$ cat config.mk
export PLATFORM = sky130hd
export DESIGN_NAME = rpt_add_mult
export DESIGN_NICKNAME = d
export VERILOG_FILES = /design/src/rtl/rpt_mult_pkg.sv /design/src/rtl/rpt_mult_ctrl.sv /design/src/rtl/rpt_add_mult.sv
export SDC_FILE = /design/constraint.sdc
export NUM_CORES = 1
export LEC_CHECK = 0
export BUFFER_PORTS_ARGS = -buffer_cell sky130_fd_sc_hd__buf_2
export CAP_MARGIN = 5
export CORE_MARGIN = 1
export CORE_UTILIZATION = 45
export CTS_BUF_LIST = sky130_fd_sc_hd__clkbuf_16
export CTS_CLUSTER_SIZE = 10
export DETAILED_ROUTE_END_ITERATION = 7
export PLACE_DENSITY = 0.69
export SLEW_MARGIN = 20
export SYNTH_ARGS = -nofsm -noshare
export SYNTH_HDL_FRONTEND = slang
export SYNTH_HIERARCHICAL = 1
export SYNTH_SLANG_ARGS = --single-unit
$ cat constraint.sdc
create_clock -name clk -period 2.6 [get_ports clk]
set_clock_uncertainty 0.15 [all_clocks]
set_input_delay 0.26 -clock clk [delete_from_list [all_inputs] [get_ports clk]]
set_output_delay 0.26 -clock clk [all_outputs]
set_load 0.01 [all_outputs]
$ cat src/rtl/rpt_mult_pkg.sv
// rpt_mult_pkg: shared state encoding and defaults for the
// repeated-addition multiplier.
package rpt_mult_pkg;

  localparam int DEF_WIDTH = 8;

  typedef enum logic [1:0] {
    IDLE = 2'd0,
    RUN  = 2'd1,
    DONE = 2'd2
  } state_t;

endpackage

$ cat src/rtl/rpt_mult_ctrl.sv
// rpt_mult_ctrl: IDLE/RUN/DONE sequencer for rpt_add_mult.
// Status outputs are registered alongside the state.
module rpt_mult_ctrl
  import rpt_mult_pkg::*;
(
  input  logic clk,
  input  logic rst_n,
  input  logic start,
  input  logic abort,
  input  logic b_zero,
  output logic load,
  output logic step,
  output logic latch_p,
  output logic ready,
  output logic busy,
  output logic done
);

  state_t state;

  logic in_idle;
  logic in_run;

  assign in_idle = (state == IDLE);
  assign in_run  = (state == RUN);

  assign load    = in_idle & start;
  assign step    = in_run & ~abort & ~b_zero;
  assign latch_p = in_run & ~abort & b_zero;

  always_ff @(posedge clk or negedge rst_n) begin
    if (!rst_n) begin
      state <= IDLE;
      ready <= 1'b1;
      busy  <= 1'b0;
      done  <= 1'b0;
    end else begin
      case (state)
        IDLE: begin
          if (start) begin
            state <= RUN;
            ready <= 1'b0;
            busy  <= 1'b1;
          end
        end
        RUN: begin
          // abort wins over finishing
          if (abort) begin
            state <= IDLE;
            ready <= 1'b1;
            busy  <= 1'b0;
          end else if (b_zero) begin
            state <= DONE;
            done  <= 1'b1;
          end
        end
        DONE: begin
          state <= IDLE;
          ready <= 1'b1;
          busy  <= 1'b0;
          done  <= 1'b0;
        end
        default: begin
          state <= IDLE;
          ready <= 1'b1;
          busy  <= 1'b0;
          done  <= 1'b0;
        end
      endcase
    end
  end

endmodule

$ cat src/rtl/rpt_add_mult.sv
// rpt_add_mult: unsigned multiply by repeated addition.
// Define RPT_MULT_OPERAND_SWAP_EN to loop over min(a,b).
module rpt_add_mult
  import rpt_mult_pkg::*;
#(
  parameter int WIDTH = DEF_WIDTH
) (
  input  logic               clk,
  input  logic               rst_n,
  input  logic               start,
  input  logic               abort,
  input  logic [WIDTH-1:0]   a_in,
  input  logic [WIDTH-1:0]   b_in,
  output logic               ready,
  output logic               busy,
  output logic               done,
  output logic [2*WIDTH-1:0] product
);

  logic [WIDTH-1:0]   a_q;
  logic [WIDTH-1:0]   b_q;
  logic [2*WIDTH-1:0] acc_q;
  logic [WIDTH-1:0]   a_ld;
  logic [WIDTH-1:0]   b_ld;
  logic               b_zero;
  logic               load;
  logic               step;
  logic               latch_p;

`ifdef RPT_MULT_OPERAND_SWAP_EN
  // smaller operand becomes the repeat count
  assign a_ld = (b_in > a_in) ? b_in : a_in;
  assign b_ld = (b_in > a_in) ? a_in : b_in;
`else
  assign a_ld = a_in;
  assign b_ld = b_in;
`endif

  assign b_zero = (b_q == '0);

  rpt_mult_ctrl u_ctrl (
    .clk     (clk),
    .rst_n   (rst_n),
    .start   (start),
    .abort   (abort),
    .b_zero  (b_zero),
    .load    (load),
    .step    (step),
    .latch_p (latch_p),
    .ready   (ready),
    .busy    (busy),
    .done    (done)
  );

  always_ff @(posedge clk or negedge rst_n) begin
    if (!rst_n) begin
      a_q     <= '0;
      b_q     <= '0;
      acc_q   <= '0;
      product <= '0;
    end else begin
      if (load) begin
        a_q   <= a_ld;
        b_q   <= b_ld;
        acc_q <= '0;
      end else if (step) begin
        acc_q <= acc_q + {{WIDTH{1'b0}}, a_q};
        b_q   <= b_q - {{(WIDTH-1){1'b0}}, 1'b1};
      end
      if (latch_p) begin
        product <= acc_q;
      end
    end
  end

endmodule

Word-level counts from Yosys, hierarchy flattened
Cells that the tools add are included.
{ "op_classes": {"add_sub_neg": 2, "eq_ne": 6, "muxes": 17, "n_bitwise": 7, "n_reduce_logical": 6} }
{ "op_table": {"columns": ["cell", "count"], "rows": [
  ["16-bit two-way mux", 2],
  ["16-bit by 8-bit adder with 16-bit output", 1],
  ["8-bit two-way mux", 2],
  ["8-bit logical NOT", 1],
  ["8-bit by 1-bit subtractor with 8-bit output (second input constant)", 1],
  ["1-bit two-way mux", 6],
  ["2-bit two-way mux", 3],
  ["2-bit != test (second input constant)", 3],
  ["1-bit one-hot mux with 2 select lines", 3],
  ["1-bit bitwise AND", 4],
  ["2-bit one-hot mux with 2 select lines", 1],
  ["2-bit AND reduction", 2],
  ["3-bit by 2-bit != test with 1-bit output (second input constant)", 1],
  ["1-bit NOT", 3],
  ["3-bit AND reduction", 1],
  ["2-bit by 1-bit equality test with 1-bit output (second input constant)", 1],
  ["2-bit logical NOT", 1],
  ["2-bit by 1-bit != test with 1-bit output (second input constant)", 1],
  ["2-bit nonzero test", 1]
]} }
{ "word_totals": {"regBits": 53, "input_bits": 20} }

Depth between registers and ports, before layout
{ "logic_depth": {"word_depth": 5, "depth_mapped": 8} }

By module
The synthesis kept the hierarchy.
{ "modules_own_cells": {"columns": ["mod", "instances", "cells_per_inst", "area_per_inst_um2", "seq_area_each_um2"], "rows": [
  ["rpt_add_mult", 1, 208, 2382.3, 1201.2],
  ["rpt_mult_ctrl", 1, 19, 230.2, 126.4]
]} }

Least setup slack after synthesis
Ideal clock, no wire load.
{ "synth_path": {"path_kind": "reg-to-reg", "startpoint": "register b_q[4]", "endpoint": "register product[10]", "setup_ns": 0.128, "arrival_time_ns": 2.408, "required_time_ns": 2.322, "setup_slack_ns": -0.086, "stages_incl_launch_ff": 7, "path_buffers": 2, "cell_sequence": "dfrtp_1 or4_1 nor4b_1 and4bb_1 clkbuf_1 buf_2 mux2_1"} }
{ "synth_between": {"elab_chain_cells": 2} }
{ "synth_lines": {"columns": ["item", "line", "source"], "rows": [
  ["start: declaration", "rpt_add_mult.sv:21", "logic [WIDTH-1:0] b_q;"],
  ["start signal: assignment", "rpt_add_mult.sv:64", "b_q <= b_ld;"],
  ["start signal: assignment", "rpt_add_mult.sv:68", "b_q <= b_q - {{(WIDTH-1){1'b0}}, 1'b1};"],
  ["8-bit logical NOT", "rpt_add_mult.sv:39", "assign b_zero = (b_q == '0);"],
  ["named net b_zero", "rpt_add_mult.sv:25", "logic b_zero;"],
  ["1-bit bitwise AND", "rpt_mult_ctrl.sv:29", "assign latch_p = in_run & ~abort & b_zero;"],
  ["named net latch_p", "rpt_add_mult.sv:28", "logic latch_p;"],
  ["end signal: assignment", "rpt_add_mult.sv:71", "product <= acc_q;"],
  ["end: declaration", "rpt_add_mult.sv:17", "output logic [2*WIDTH-1:0] product"]
]} }
The timed path passes the listed nets, and every way through them passes these cells.
A chain may end at the register's enable or synchronous reset.

Worst setup path in the final report
{ "layout_path": {"startpoint": "register b_q[4]", "endpoint": "register acc_q[14]"} }
{ "layout_between": {"elab_chain_cells": 4} }
{ "layout_lines": {"columns": ["item", "line", "source"], "rows": [
  ["8-bit logical NOT", "rpt_add_mult.sv:39", null],
  ["named net b_zero", "rpt_add_mult.sv:25", null],
  ["1-bit NOT", "rpt_mult_ctrl.sv:28", "assign step = in_run & ~abort & ~b_zero;"],
  ["1-bit bitwise AND", "rpt_mult_ctrl.sv:28", null],
  ["named net step", "rpt_add_mult.sv:27", "logic step;"],
  ["2-bit nonzero test (no source line)", null, null],
  ["end signal: assignment", "rpt_add_mult.sv:67", "acc_q <= acc_q + {{WIDTH{1'b0}}, a_q};"],
  ["end: declaration", "rpt_add_mult.sv:22", "logic [2*WIDTH-1:0] acc_q;"]
]} }
The timed path passes the listed nets, and every way through them passes these cells.

==> reports/results.ini <==
[pwr]
ir_worst_vdd_uv = 447
power_frac_comb = 0.371
powerDensity_nw_per_um2 = 947
p_clk_frac = 0.210
sw_frac_of_total = 0.350
p_seq_frac = 0.418
leakage_uw = 0.00151
p_switching_uw = 1020
intPower_uw = 1900

[floorplanning]
die_w_um = 78.2
io_pins = 39
die_h_um = 78.2
die_area_um2 = 6110
placeableCoreArea_um2 = 5540
start_util = 0.472
rows = 27

[critical_path]
start_kind = flip-flop
worstPathRequired_ps = 2620
setup.worst_path.start = b_q[4]$_DFFE_PN0P_
critPathKind = reg2reg
arrival_ps = 2490
worst-path-max-fanout = 6
cp-end-kind = flip-flop
r2r-start = b_q[4]$_DFFE_PN0P_

[sta]
max_freq_ghz = 0.405
min_period_ps = 2470
tightest_slew_ps = 623
rsz0062_at_grt = no
drv_slew = 0
hold_ws_ps = 34.9
slew_headroom = 0.583
hold_violations = 0
finalSetupViolCount = 0
tns_ps = 0
post-route-period-util = 0.950

[cells_and_area]
num_antenna_cells = 0
drive_above_1_share = 0.246
nets = 305
n_fill_cell = 513
fin_cells = 348
syn_to_final_growth_pct = 18.2

[logic_synthesis]
synth_commonest_cells = dfrtp_1, mux2_1, nand2_1
synthTopCellsByArea = dfrtp_1, mux2_1, ha_1
ys_seq_area_frac = 0.508
synthArstFlopShare = 1.00
synth_area_per_cell_um2 = 11.5
yosysWarnings = 6
yosys_register_bits = 53
synth_ff_type = dfrtp_1
synth_edf_count = 0
yosysTopAreaCell = dfrtp_1
synth.top_cell.area_share = 0.498
syn_inst = 227
yosysMostFrequentCell = dfrtp_1
synth.distinct_cells = 48
syn-cell-area_um2 = 2610
syn_nets = 257

[placed_design]
numPortBuffers = 38
gp_congestion = 0.803
place_inst = 339
hpwlAfterDp_um = 3490

[drt]
drt_iter0_drc = 75
drc = 0
drt-vias-per-instance = 5.30
dr.pass1.iters = 4
drt_wl_total_um = 4780
detail_route.wl_per_cell_um = 13.7
ant_nets = 0
routed-via-count = 1845

[grt]
grt_pass1_wl_um = 8470
grt_pass1_vias = 1875
grt-ovfl-total = 0
antenna_found_initial = 0
grt_max_degree = 23
track_usage = 0.177

[status]
status = finished, final reports clean

[clocking]
clockBufferDepth = 2
htreeDepth = 2
cts_tree = built
path_clk_slew_ps = 70
clkLatencyLatePin_ps = 280
cts_made_buffers = 5
cts_sinks = 53
postCtsSetupRepairBufs = 0
cts_root_buffer = clkbuf_16

[min_path]
hold_start = a_in[7]
hp-class = in2reg

[flow_run]
cap_violations = 0

==> per-layer routing <==
metal	GRT usage	routed length (µm)
met5	0	0
met4	0.0500	49
met3	0.0372	177
met2	0.290	2260
met1	0.237	2300
==> stage by stage <==
step                setup slack (ps)  utilization  total power [µW]  instance area [µm²]
floorplan                       21.5            -              2010                 2620
finish                           130        0.557              2920                 3090
global placement                 210        0.528              2270                 2930
CTS                              132        0.555              2930                 3070
global route                    13.4        0.557              3150                 3090
detailed placement               147        0.528              2300                 2930
==> what timing repair did <==
item | in CTS | in global routing
endpoints found under the setup margin | 0 | 2
gates resized for setup | 0 | 2
hold buffers | 1 | 0
hold endpoints to repair | 14 | 0
==> final cells by class <==
cell class | count | area, µm² | area share
multi-input combinational | 161 | 1240 | 0.403
clock buffer | 5 | 125 | 0.0405
clock inverter | 3 | 11.3 | 0.00365
inverter | 6 | 22.5 | 0.00730
sequential | 53 | 1330 | 0.430
timing repair buffer | 48 | 268 | 0.0867
tap | 72 | 90.1 | 0.0292
==> placed cells by master (no fill, tap or decap), drive strengths merged, types with 2 or more instances in the layout <==
master | synthesis | routed
and4bb | 2 | 2
mux2i | 2 | 2
nand2b | 5 | 5
o211ai | 3 | 3
or3 | 7 | 7
nand3 | 2 | 2
xnor2 | 7 | 7
clkbuf | 4 | 5
xor2 | 5 | 5
a22o | 3 | 3
and3 | 3 | 3
nor3 | 2 | 2
a21oi | 15 | 15
mux2 | 25 | 25
buf | 3 | 47
a211oi | 2 | 2
dfrtp | 52 | 52
a21o | 4 | 4
nand2 | 22 | 22
nor2 | 9 | 9
inv | 6 | 8
nor4b | 4 | 4
o21ai | 18 | 18
o21bai | 2 | 2
ha | 9 | 9
==> registers in the layout (all words and copies together), names as in the netlist <==
signal / flops
acc_q: 16
b_q: 8
u_ctrl/done: 1
u_ctrl/state: 2
u_ctrl/busy: 1
product: 16
u_ctrl/ready: 1
a_q: 8
==> power groups by stage <==
stage	Clock, µW	Combinational (µW)	Sequential (µW)
after floorplan	0	798	1220
after global placement	0	1040	1230
after detailed placement	0	1070	1230
after CTS	636	1080	1220
after global routing	668	1230	1260
final	615	1090	1220
==> critical path: stages (launching register included) <==
cell and delay, ps:
dfrtp_1 400, or4_1 570, nor4b_2 340, nor4b_2 90, buf_4 160, and3_1 200, nand3_1 80, a21oi_1 50
mux2_1 310
==> logic make-up (layout without fill, tap and decap cells) <==
| group | after synthesis | after routing | share of synthesized area |
|---|---|---|---|
| AO/OA/AOI/OAI | 50 | 50 | 0.127 |
| XOR/XNOR | 12 | 12 | 0.0402 |
| adder cells (fa/ha/maj) | 10 | 10 | 0.0508 |
| buffers and inverters | 13 | 62 | 0.0259 |
| flip-flops | 53 | 53 | 0.508 |
| multiplexers | 27 | 27 | 0.115 |
| AND/OR/NAND/NOR | 62 | 62 | 0.133 |
==> worst paths after layout <==
kind	end	cells after the start	slack, ps
max in group asynchronous	product[15]$_DFFE_PN0P_	3	1380
hold / removal	a_q[7]$_DFFE_PN0P_	2	30
setup / recovery	acc_q[14]$_DFFE_PN0P_	8	130
hold reg to reg	product[11]$_DFFE_PN0P_	1	330
min in group asynchronous	product[1]$_DFFE_PN0P_	2	290
setup reg to reg	acc_q[14]$_DFFE_PN0P_	8	130
Note: power is estimated with default switching activity, not from simulation.
